### config.mk
export PLATFORM = sky130hd
export DESIGN_NAME = repl_way_scheduler_flat
export DESIGN_NICKNAME = d
export VERILOG_FILES = /design/src/rtl/repl_pkg.sv /design/src/rtl/repl_way_scheduler_if.sv /design/src/rtl/repl_counter_bank.sv /design/src/rtl/repl_way_scheduler.sv /design/src/flat_wrapper.sv
export SDC_FILE = /design/constraint.sdc
export NUM_CORES = 1
export LEC_CHECK = 0
export BUFFER_PORTS_ARGS = -buffer_cell sky130_fd_sc_hd__clkbuf_2
export CORE_ASPECT_RATIO = 0.6
export CORE_MARGIN = 2
export CORE_UTILIZATION = 59
export CTS_CLUSTER_DIAMETER = 200
export CTS_CLUSTER_SIZE = 8
export DETAILED_ROUTE_END_ITERATION = 8
export GPL_TIMING_DRIVEN = 1
export PLACE_DENSITY = 0.9
export REMOVE_ABC_BUFFERS = 1
export SYNTH_ARGS = -nofsm -noshare
export SYNTH_HDL_FRONTEND = slang
export SYNTH_SLANG_ARGS = --single-unit
### constraint.sdc
create_clock -name CLK -period 2.45 [get_ports CLK]
set_input_delay 0.1225 -clock CLK [delete_from_list [all_inputs] [get_ports CLK]]
set_output_delay 0.1225 -clock CLK [all_outputs]
set_load 0.1 [all_outputs]
### src/rtl/repl_pkg.sv
// Shared types and helpers for the victim-way scheduler.
// Optional feature macro: REPL_HIT_SKIP_EN (consumed in repl_way_scheduler).
package repl_pkg;

    localparam int DEF_SETS = 16;
    localparam int DEF_WAYS = 4;

    // Widest way index the Gray helper handles; associativity above 256 is not expected.
    localparam int GRAY_W = 8;
    typedef logic [GRAY_W-1:0] gray_t;

    typedef enum logic [1:0] {
        IDLE,
        OFFER,
        FLUSH
    } state_t;

    function automatic gray_t bin2gray(input gray_t b);
        return b ^ (b >> 1);
    endfunction

endpackage

### src/rtl/repl_way_scheduler_if.sv
// Miss-path handshake and hit-report bundle between the cache controller and the scheduler.
interface repl_way_scheduler_if
    import repl_pkg::*;
#(
    parameter int SETS = DEF_SETS,
    parameter int WAYS = DEF_WAYS
);
    localparam int SET_W = $clog2(SETS);
    localparam int WAY_W = $clog2(WAYS);

    logic             req_valid;
    logic [SET_W-1:0] req_set;
    logic             req_ready;
    logic             victim_valid;
    logic [SET_W-1:0] victim_set;
    logic [WAY_W-1:0] victim_way;
    logic             victim_ack;
    logic             hit_valid;
    logic [SET_W-1:0] hit_set;
    logic [WAY_W-1:0] hit_way;

    // Cache controller side.
    modport master (
        output req_valid, req_set, victim_ack, hit_valid, hit_set, hit_way,
        input  req_ready, victim_valid, victim_set, victim_way
    );

    // Scheduler side.
    modport slave (
        input  req_valid, req_set, victim_ack, hit_valid, hit_set, hit_way,
        output req_ready, victim_valid, victim_set, victim_way
    );

endinterface

### src/rtl/repl_counter_bank.sv
// Per-set replacement counters with two combinational read ports.
// Update priority per set: reset > clear > (ack-inc | hit-inc), where a
// simultaneous ack and hit on the same set collapse into a single increment.
module repl_counter_bank
    import repl_pkg::*;
#(
    parameter int SETS  = DEF_SETS,
    parameter int WAYS  = DEF_WAYS,
    parameter int SET_W = $clog2(SETS),
    parameter int WAY_W = $clog2(WAYS)
) (
    input  logic             CLK,
    input  logic             RST,
    input  logic [SET_W-1:0] rd_set,
    output logic [WAY_W-1:0] rd_cnt,
    input  logic [SET_W-1:0] hit_set,
    output logic [WAY_W-1:0] hit_cnt,
    input  logic             inc,
    input  logic [SET_W-1:0] inc_set,
    input  logic             hit_inc,
    input  logic             clear,
    input  logic [SET_W-1:0] clear_set
);

    logic [WAY_W-1:0] cnt [SETS];

    assign rd_cnt  = cnt[rd_set];
    assign hit_cnt = cnt[hit_set];

    // Counter update: each set independently picks clear, one increment, or hold.
    always_ff @(posedge CLK) begin
        // NOTE: this array is reset on purpose -- a freshly reset set must offer way 0,
        // so the counters are architectural state, not scratch storage.
        if (RST) begin
            for (int s = 0; s < SETS; s++) begin
                cnt[s] <= '0;
            end
        end else begin
            for (int s = 0; s < SETS; s++) begin
                if (clear && clear_set == SET_W'(s)) begin
                    cnt[s] <= '0;
                end else if ((inc && inc_set == SET_W'(s)) ||
                             (hit_inc && hit_set == SET_W'(s))) begin
                    // Width WAY_W wraps modulo WAYS because WAYS is a power of two.
                    cnt[s] <= cnt[s] + 1'b1;
                end
            end
        end
    end

endmodule

### src/rtl/repl_way_scheduler.sv
// Victim-way scheduler: FSM, flush sequencer and handshake registers around
// the per-set counter bank. Victims follow the Gray code of each set counter.
// Optional feature macro: REPL_HIT_SKIP_EN -- when defined, a hit on the way
// a set would offer next advances that set's counter.
module repl_way_scheduler
    import repl_pkg::*;
#(
    parameter int SETS = DEF_SETS,
    parameter int WAYS = DEF_WAYS
) (
    input  logic                 CLK,
    input  logic                 RST,
    repl_way_scheduler_if.slave  bus,
    input  logic                 flush,
    output logic                 busy,
    output logic                 flush_done
);

    localparam int SET_W = $clog2(SETS);
    localparam int WAY_W = $clog2(WAYS);

`ifdef REPL_HIT_SKIP_EN
    localparam bit HIT_SKIP = 1'b1;
`else
    localparam bit HIT_SKIP = 1'b0;
`endif

    function automatic logic [WAY_W-1:0] to_gray(input logic [WAY_W-1:0] b);
        return WAY_W'(bin2gray(gray_t'(b)));
    endfunction

    state_t           state_q, state_d;
    logic             flush_pending_q, flush_pending_d;
    logic [SET_W-1:0] flush_idx_q, flush_idx_d;
    logic [SET_W-1:0] victim_set_q, victim_set_d;
    logic [WAY_W-1:0] victim_way_q, victim_way_d;
    logic             flush_done_q, flush_done_d;

    logic [WAY_W-1:0] rd_cnt;
    logic [WAY_W-1:0] hit_cnt;
    logic             bank_inc;
    logic             bank_clear;
    logic             hit_inc;

    // Hits are independent of FSM state; the bank lets a same-cycle clear win.
    assign hit_inc = HIT_SKIP && bus.hit_valid && (bus.hit_way == to_gray(hit_cnt));

    repl_counter_bank #(
        .SETS  (SETS),
        .WAYS  (WAYS),
        .SET_W (SET_W),
        .WAY_W (WAY_W)
    ) u_bank (
        .CLK       (CLK),
        .RST       (RST),
        .rd_set    (bus.req_set),
        .rd_cnt    (rd_cnt),
        .hit_set   (bus.hit_set),
        .hit_cnt   (hit_cnt),
        .inc       (bank_inc),
        .inc_set   (victim_set_q),
        .hit_inc   (hit_inc),
        .clear     (bank_clear),
        .clear_set (flush_idx_q)
    );

    // Next-state, flush sequencing and victim capture.
    always_comb begin
        // NOTE: every output of this block gets a default first, so no path leaves
        // a variable unassigned and no latch is inferred.
        state_d         = state_q;
        flush_pending_d = flush_pending_q;
        flush_idx_d     = flush_idx_q;
        victim_set_d    = victim_set_q;
        victim_way_d    = victim_way_q;
        flush_done_d    = 1'b0;
        bank_inc        = 1'b0;
        bank_clear      = 1'b0;

        unique case (state_q)
            IDLE: begin
                if (flush || flush_pending_q) begin
                    state_d         = FLUSH;
                    flush_pending_d = 1'b0;
                    flush_idx_d     = '0;
                end else if (bus.req_valid) begin
                    state_d      = OFFER;
                    victim_set_d = bus.req_set;
                    victim_way_d = to_gray(rd_cnt);
                end
            end
            OFFER: begin
                if (flush) begin
                    flush_pending_d = 1'b1;
                end
                if (bus.victim_ack) begin
                    bank_inc = 1'b1;
                    state_d  = IDLE;
                end
            end
            FLUSH: begin
                if (flush) begin
                    flush_pending_d = 1'b1;
                end
                bank_clear  = 1'b1;
                flush_idx_d = flush_idx_q + 1'b1;
                if (flush_idx_q == SET_W'(SETS - 1)) begin
                    state_d      = IDLE;
                    flush_done_d = 1'b1;
                end
            end
            default: begin
                state_d = IDLE;
            end
        endcase
    end

    // State and handshake registers with synchronous reset.
    always_ff @(posedge CLK) begin
        // NOTE: sequential state uses non-blocking assignments so every register
        // samples the pre-edge values regardless of statement order.
        if (RST) begin
            state_q         <= IDLE;
            flush_pending_q <= 1'b0;
            flush_idx_q     <= '0;
            victim_set_q    <= '0;
            victim_way_q    <= '0;
            flush_done_q    <= 1'b0;
        end else begin
            state_q         <= state_d;
            flush_pending_q <= flush_pending_d;
            flush_idx_q     <= flush_idx_d;
            victim_set_q    <= victim_set_d;
            victim_way_q    <= victim_way_d;
            flush_done_q    <= flush_done_d;
        end
    end

    // A pending or arriving flush takes priority, so no request is accepted then.
    assign bus.req_ready    = (state_q == IDLE) && !flush_pending_q && !flush;
    assign bus.victim_valid = (state_q == OFFER);
    assign bus.victim_set   = victim_set_q;
    assign bus.victim_way   = victim_way_q;
    assign busy             = (state_q != IDLE) || flush_pending_q;
    assign flush_done       = flush_done_q;

endmodule

### src/flat_wrapper.sv
// flat-port wrapper written by rule: the top's interface ports become plain ports
module repl_way_scheduler_flat import repl_pkg::*;
#(
    parameter int SETS = DEF_SETS,
    parameter int WAYS = DEF_WAYS
)
  (CLK, RST, flush, busy, flush_done, bus_req_valid, bus_req_set, bus_victim_ack, bus_hit_valid, bus_hit_set, bus_hit_way, bus_req_ready, bus_victim_valid, bus_victim_set, bus_victim_way);
  repl_way_scheduler_if #(.SETS(SETS), .WAYS(WAYS)) bus_i ();
  input  logic CLK;
  input  logic RST;
  input  logic flush;
  output logic busy;
  output logic flush_done;
  input wire logic [$bits(bus_i.req_valid)-1:0] bus_req_valid;
  input wire logic [$bits(bus_i.req_set)-1:0] bus_req_set;
  input wire logic [$bits(bus_i.victim_ack)-1:0] bus_victim_ack;
  input wire logic [$bits(bus_i.hit_valid)-1:0] bus_hit_valid;
  input wire logic [$bits(bus_i.hit_set)-1:0] bus_hit_set;
  input wire logic [$bits(bus_i.hit_way)-1:0] bus_hit_way;
  output wire logic [$bits(bus_i.req_ready)-1:0] bus_req_ready;
  output wire logic [$bits(bus_i.victim_valid)-1:0] bus_victim_valid;
  output wire logic [$bits(bus_i.victim_set)-1:0] bus_victim_set;
  output wire logic [$bits(bus_i.victim_way)-1:0] bus_victim_way;
  assign bus_i.req_valid = bus_req_valid;
  assign bus_i.req_set = bus_req_set;
  assign bus_i.victim_ack = bus_victim_ack;
  assign bus_i.hit_valid = bus_hit_valid;
  assign bus_i.hit_set = bus_hit_set;
  assign bus_i.hit_way = bus_hit_way;
  assign bus_req_ready = bus_i.req_ready;
  assign bus_victim_valid = bus_i.victim_valid;
  assign bus_victim_set = bus_i.victim_set;
  assign bus_victim_way = bus_i.victim_way;
  repl_way_scheduler #(.SETS(SETS), .WAYS(WAYS)) u_core (.CLK(CLK), .RST(RST), .bus(bus_i), .flush(flush), .busy(busy), .flush_done(flush_done));
endmodule
==> results.sh <==
export IMPL_drive_gt1_frac=0.123
export IMPL_clkTransAtPathRegs_ns=0.09
export IMPL_tns_ns=0
export IMPL_power_density_mw_per_mm2=652
export IMPL_grt_overflow_total=0
export IMPL_vias=2196
export IMPL_fin_ws_ns=0.305
export IMPL_path_cells="inv_1, ha_1, or3b_1, inv_2, clkbuf_2"
export IMPL_yosysMostFrequentCell="nor2_1"
export IMPL_clockBufferDepth=2
export IMPL_numCtsBuffers=5
export IMPL_postCtsHoldBufs=0
export IMPL_final_cells=353
export IMPL_ios=26
export IMPL_switching_power_mw=0.679
export IMPL_place_ws_ns=0.517
export IMPL_postSynthCellCount=277
export IMPL_worst_path_max_delay_cell="clkbuf_2"
export IMPL_grt_max_degree=28
export IMPL_hold_end="u_core.bus.victim_set[3]$_SDFFE_PP0P_"
export IMPL_diodes=0
export IMPL_slew_headroom=0.638
export IMPL_p_leak_nw=1.06
export IMPL_synth_top_area_cell="edfxtp_1"
export IMPL_post_place_cells=345
export IMPL_regToRegStartpoint="u_core.state_q[0]$_SDFFE_PP0P_"
export IMPL_period_share=0.876
export IMPL_holdPathStages=3
export IMPL_post_synth_cell_area_avg_sq_um=9.73
export IMPL_gp_congestion=0.970
export IMPL_grt_pass1_vias=1955
export IMPL_die_area_sq_mm=0.00514
export IMPL_area_delta_synth_final_pct=7.61
export IMPL_critPathMaxStageDelay_ns=0.46
export IMPL_status="completed"
export IMPL_netlist_area_sq_mm=0.00270
export IMPL_synth_edf_count=32
export IMPL_core_rowCount=18
export IMPL_reg2reg_to="u_core.bus.victim_way[0]$_SDFFE_PP0P_"
export IMPL_rsz0062_at_grt="no"
export IMPL_grt_usage=0.244
export IMPL_hold_violations=0
export IMPL_wl_microns=6070
export IMPL_grt_first_pass_wirelength_microns=9670
export IMPL_p_int_mw=1.21
export IMPL_post_cts_resized=0
export IMPL_drtAntennaViolNets=0
export IMPL_portBuffers=18
export IMPL_drv_slew=0
export IMPL_power_frac_comb=0.274
export IMPL_die_h_microns=56.4
export IMPL_critPathKind="flop to output port"
export IMPL_synth_top_area_frac=0.357
export IMPL_post_route_util=0.681
export IMPL_hold_start="bus_req_set[3]"
export IMPL_n_fill_cell=333
export IMPL_start_kind="flop"
export IMPL_drt_vias_per_instance=6.22
export IMPL_ir_worst_vdd_v=0.000734
export IMPL_clk_latency_ns=0.31
export IMPL_htreeDepth=2
export IMPL_antenna_found_initial=0
export IMPL_final_nets=317
export IMPL_cts_setup_buffers=0
export IMPL_clkPwrFrac=0.240
export IMPL_setup_viol=0
export IMPL_core_area_sq_mm=0.00426
export IMPL_cp_required_ns=2.33
export IMPL_hpwlAfterDp_microns=4590
export IMPL_yosysSeqAreaShare=0.461
export IMPL_dieWidth_microns=91.3
export IMPL_yosys_warnings=0
export IMPL_cts_sinks=46
export IMPL_cp_end_kind="output port"
export IMPL_rrSetupSlack_ns=0.48
export IMPL_tritoncts="yes"
export IMPL_netlist_cell_type_count=37
export IMPL_cp_data_arrival_time_ns=2.02
export IMPL_netlist_top_cells_count="nor2_1 (53), edfxtp_1 (32), nand2_1 (24), nand3_1 (24), xnor2_1 (17)"
export IMPL_fmax_mhz=466
export IMPL_synth_area_top_cells="edfxtp_1 (36%), dfxtp_1 (10%), nor2_1 (7.4%), xnor2_1 (5.5%), nand3_1 (4.5%)"
export IMPL_postSynth_asyncResetShare=0
export IMPL_drt_iter0_markers=320
export IMPL_avgRoutedWirePerCell_microns=17.2
export IMPL_maxCapViolCount=0
export IMPL_start_util=0.633
export IMPL_period_needed_ns=2.15
export IMPL_hold_class="input port to flop"
export IMPL_cts_root_buf="clkbuf_8"
export IMPL_cp_max_fo=5
export IMPL_switching_share=0.359
export IMPL_synth_seq_cells=46
export IMPL_reg2reg_depth=7
export IMPL_dr_pass1_iters=5
export IMPL_tightest_slew_ns=0.545
export IMPL_ys_flop_type="edfxtp_1"
export IMPL_clock_skew_ns=0.0163
export IMPL_seqPwrFrac=0.486
export IMPL_route_detailed_drc=0
## metal layers
metal	share of wire	global-route usage	vias up
met4	0.011	0.0671	0
met1	0.44	0.360	1040
met3	0.12	0.0497	9
met5	0	0	-
li1	-	-	1010
met2	0.43	0.366	137
## registers in the layout, summed over array words and instances, names as in the netlist
name / cells
u_core.flush_idx_q: 4
u_core.flush_done: 1
u_core.state_q: 2
u_core.flush_pending_q: 1
u_core.bus.victim_set: 4
u_core.u_bank.cnt: 32
u_core.bus.victim_way: 2
## how the worst max path moves through the flow
stage / cells after the start / startpoint / to
after floorplan: 6 / u_core.state_q[1]$_SDFFE_PP0P_ / u_core.u_bank.cnt[2][0]$_SDFFCE_PN0P_
after global placement: 7 / u_core.state_q[0]$_SDFFE_PP0P_ / u_core.bus.victim_way[0]$_SDFFE_PP0P_
after detailed placement: 7 / u_core.state_q[0]$_SDFFE_PP0P_ / u_core.bus.victim_way[0]$_SDFFE_PP0P_
after CTS: 5 / u_core.state_q[0]$_SDFFE_PP0P_ / bus_req_ready
after global routing: 5 / u_core.state_q[0]$_SDFFE_PP0P_ / bus_req_ready
final: 5 / u_core.state_q[0]$_SDFFE_PP0P_ / bus_req_ready
## layout by cell type, fill, tap and decap left out, types with 2 or more instances in the layout
master,count
edfxtp_1,32
ha_1,9
nand3_1,24
nor2b_1,2
or3_1,3
inv_1,6
dfxtp_1,14
clkbuf_2,18
nand3b_1,2
mux4_2,4
buf_4,4
a31oi_1,12
nor3_1,3
clkinv_2,2
and2_1,3
o21ai_0,5
clkbuf_8,5
xnor2_1,17
nand2b_1,5
nand2_1,24
nor2_1,53
a21oi_1,10
inv_2,2
or3b_1,5
o21ai_1,9
mux2i_1,6
mux4_1,4
## critical path: cells and delay by family (launching register included)
| kind | cells | cell delay (ns) |
|---|---|---|
| DFF | 1 | 0.35 |
| buffers and inverters | 3 | 0.71 |
| adders and majority gates | 1 | 0.22 |
| and+or+nand+nor | 1 | 0.44 |
## power by group through the flow
| stage | sequential, mW | combinational, mW | clock, mW |
|---|---|---|---|
| 6_report | 0.920 | 0.518 | 0.454 |
| 5_1_grt | 0.926 | 0.553 | 0.483 |
| 4_1_cts | 0.919 | 0.513 | 0.459 |
| 3_5_place_dp | 0.936 | 0.508 | 0 |
| 3_3_place_gp | 0.933 | 0.498 | 0 |
| 2_1_floorplan | 0.981 | 0.342 | 0 |
## final cells by class
type / count / area, sq um / share of cell area
timing repair buffer: 22 / 120 / 0.0414
clock buffer: 6 / 72.6 / 0.0250
clock inverter: 2 / 10.0 / 0.00345
inverter: 8 / 30.0 / 0.0104
sequential: 46 / 1240 / 0.428
multi-input combinational: 209 / 1350 / 0.466
tap: 60 / 75.1 / 0.0259
## per-stage QoR
step	power (mW)	hold slack, ns	instance area (sq um)
floorplan	1.32	0.192	2620
global placement	1.43	0.401	2820
detailed placement	1.44	0.416	2820
CTS	1.89	0.0865	2900
global route	1.96	0.0936	2900
finish	1.89	0.0882	2900
## cell families after synthesis
kind of cell | count (synthesis) | share of synthesized area
xor gates and xnor gates | 18 | 0.0585
and+or+nand+nor | 128 | 0.220
adders and majority gates | 9 | 0.0418
AOI/OAI and AO/OA | 39 | 0.0812
buffers and inverters | 22 | 0.0381
DFF | 46 | 0.461
muxes | 15 | 0.0998
Note: power is estimated with default switching activity, not from simulation.
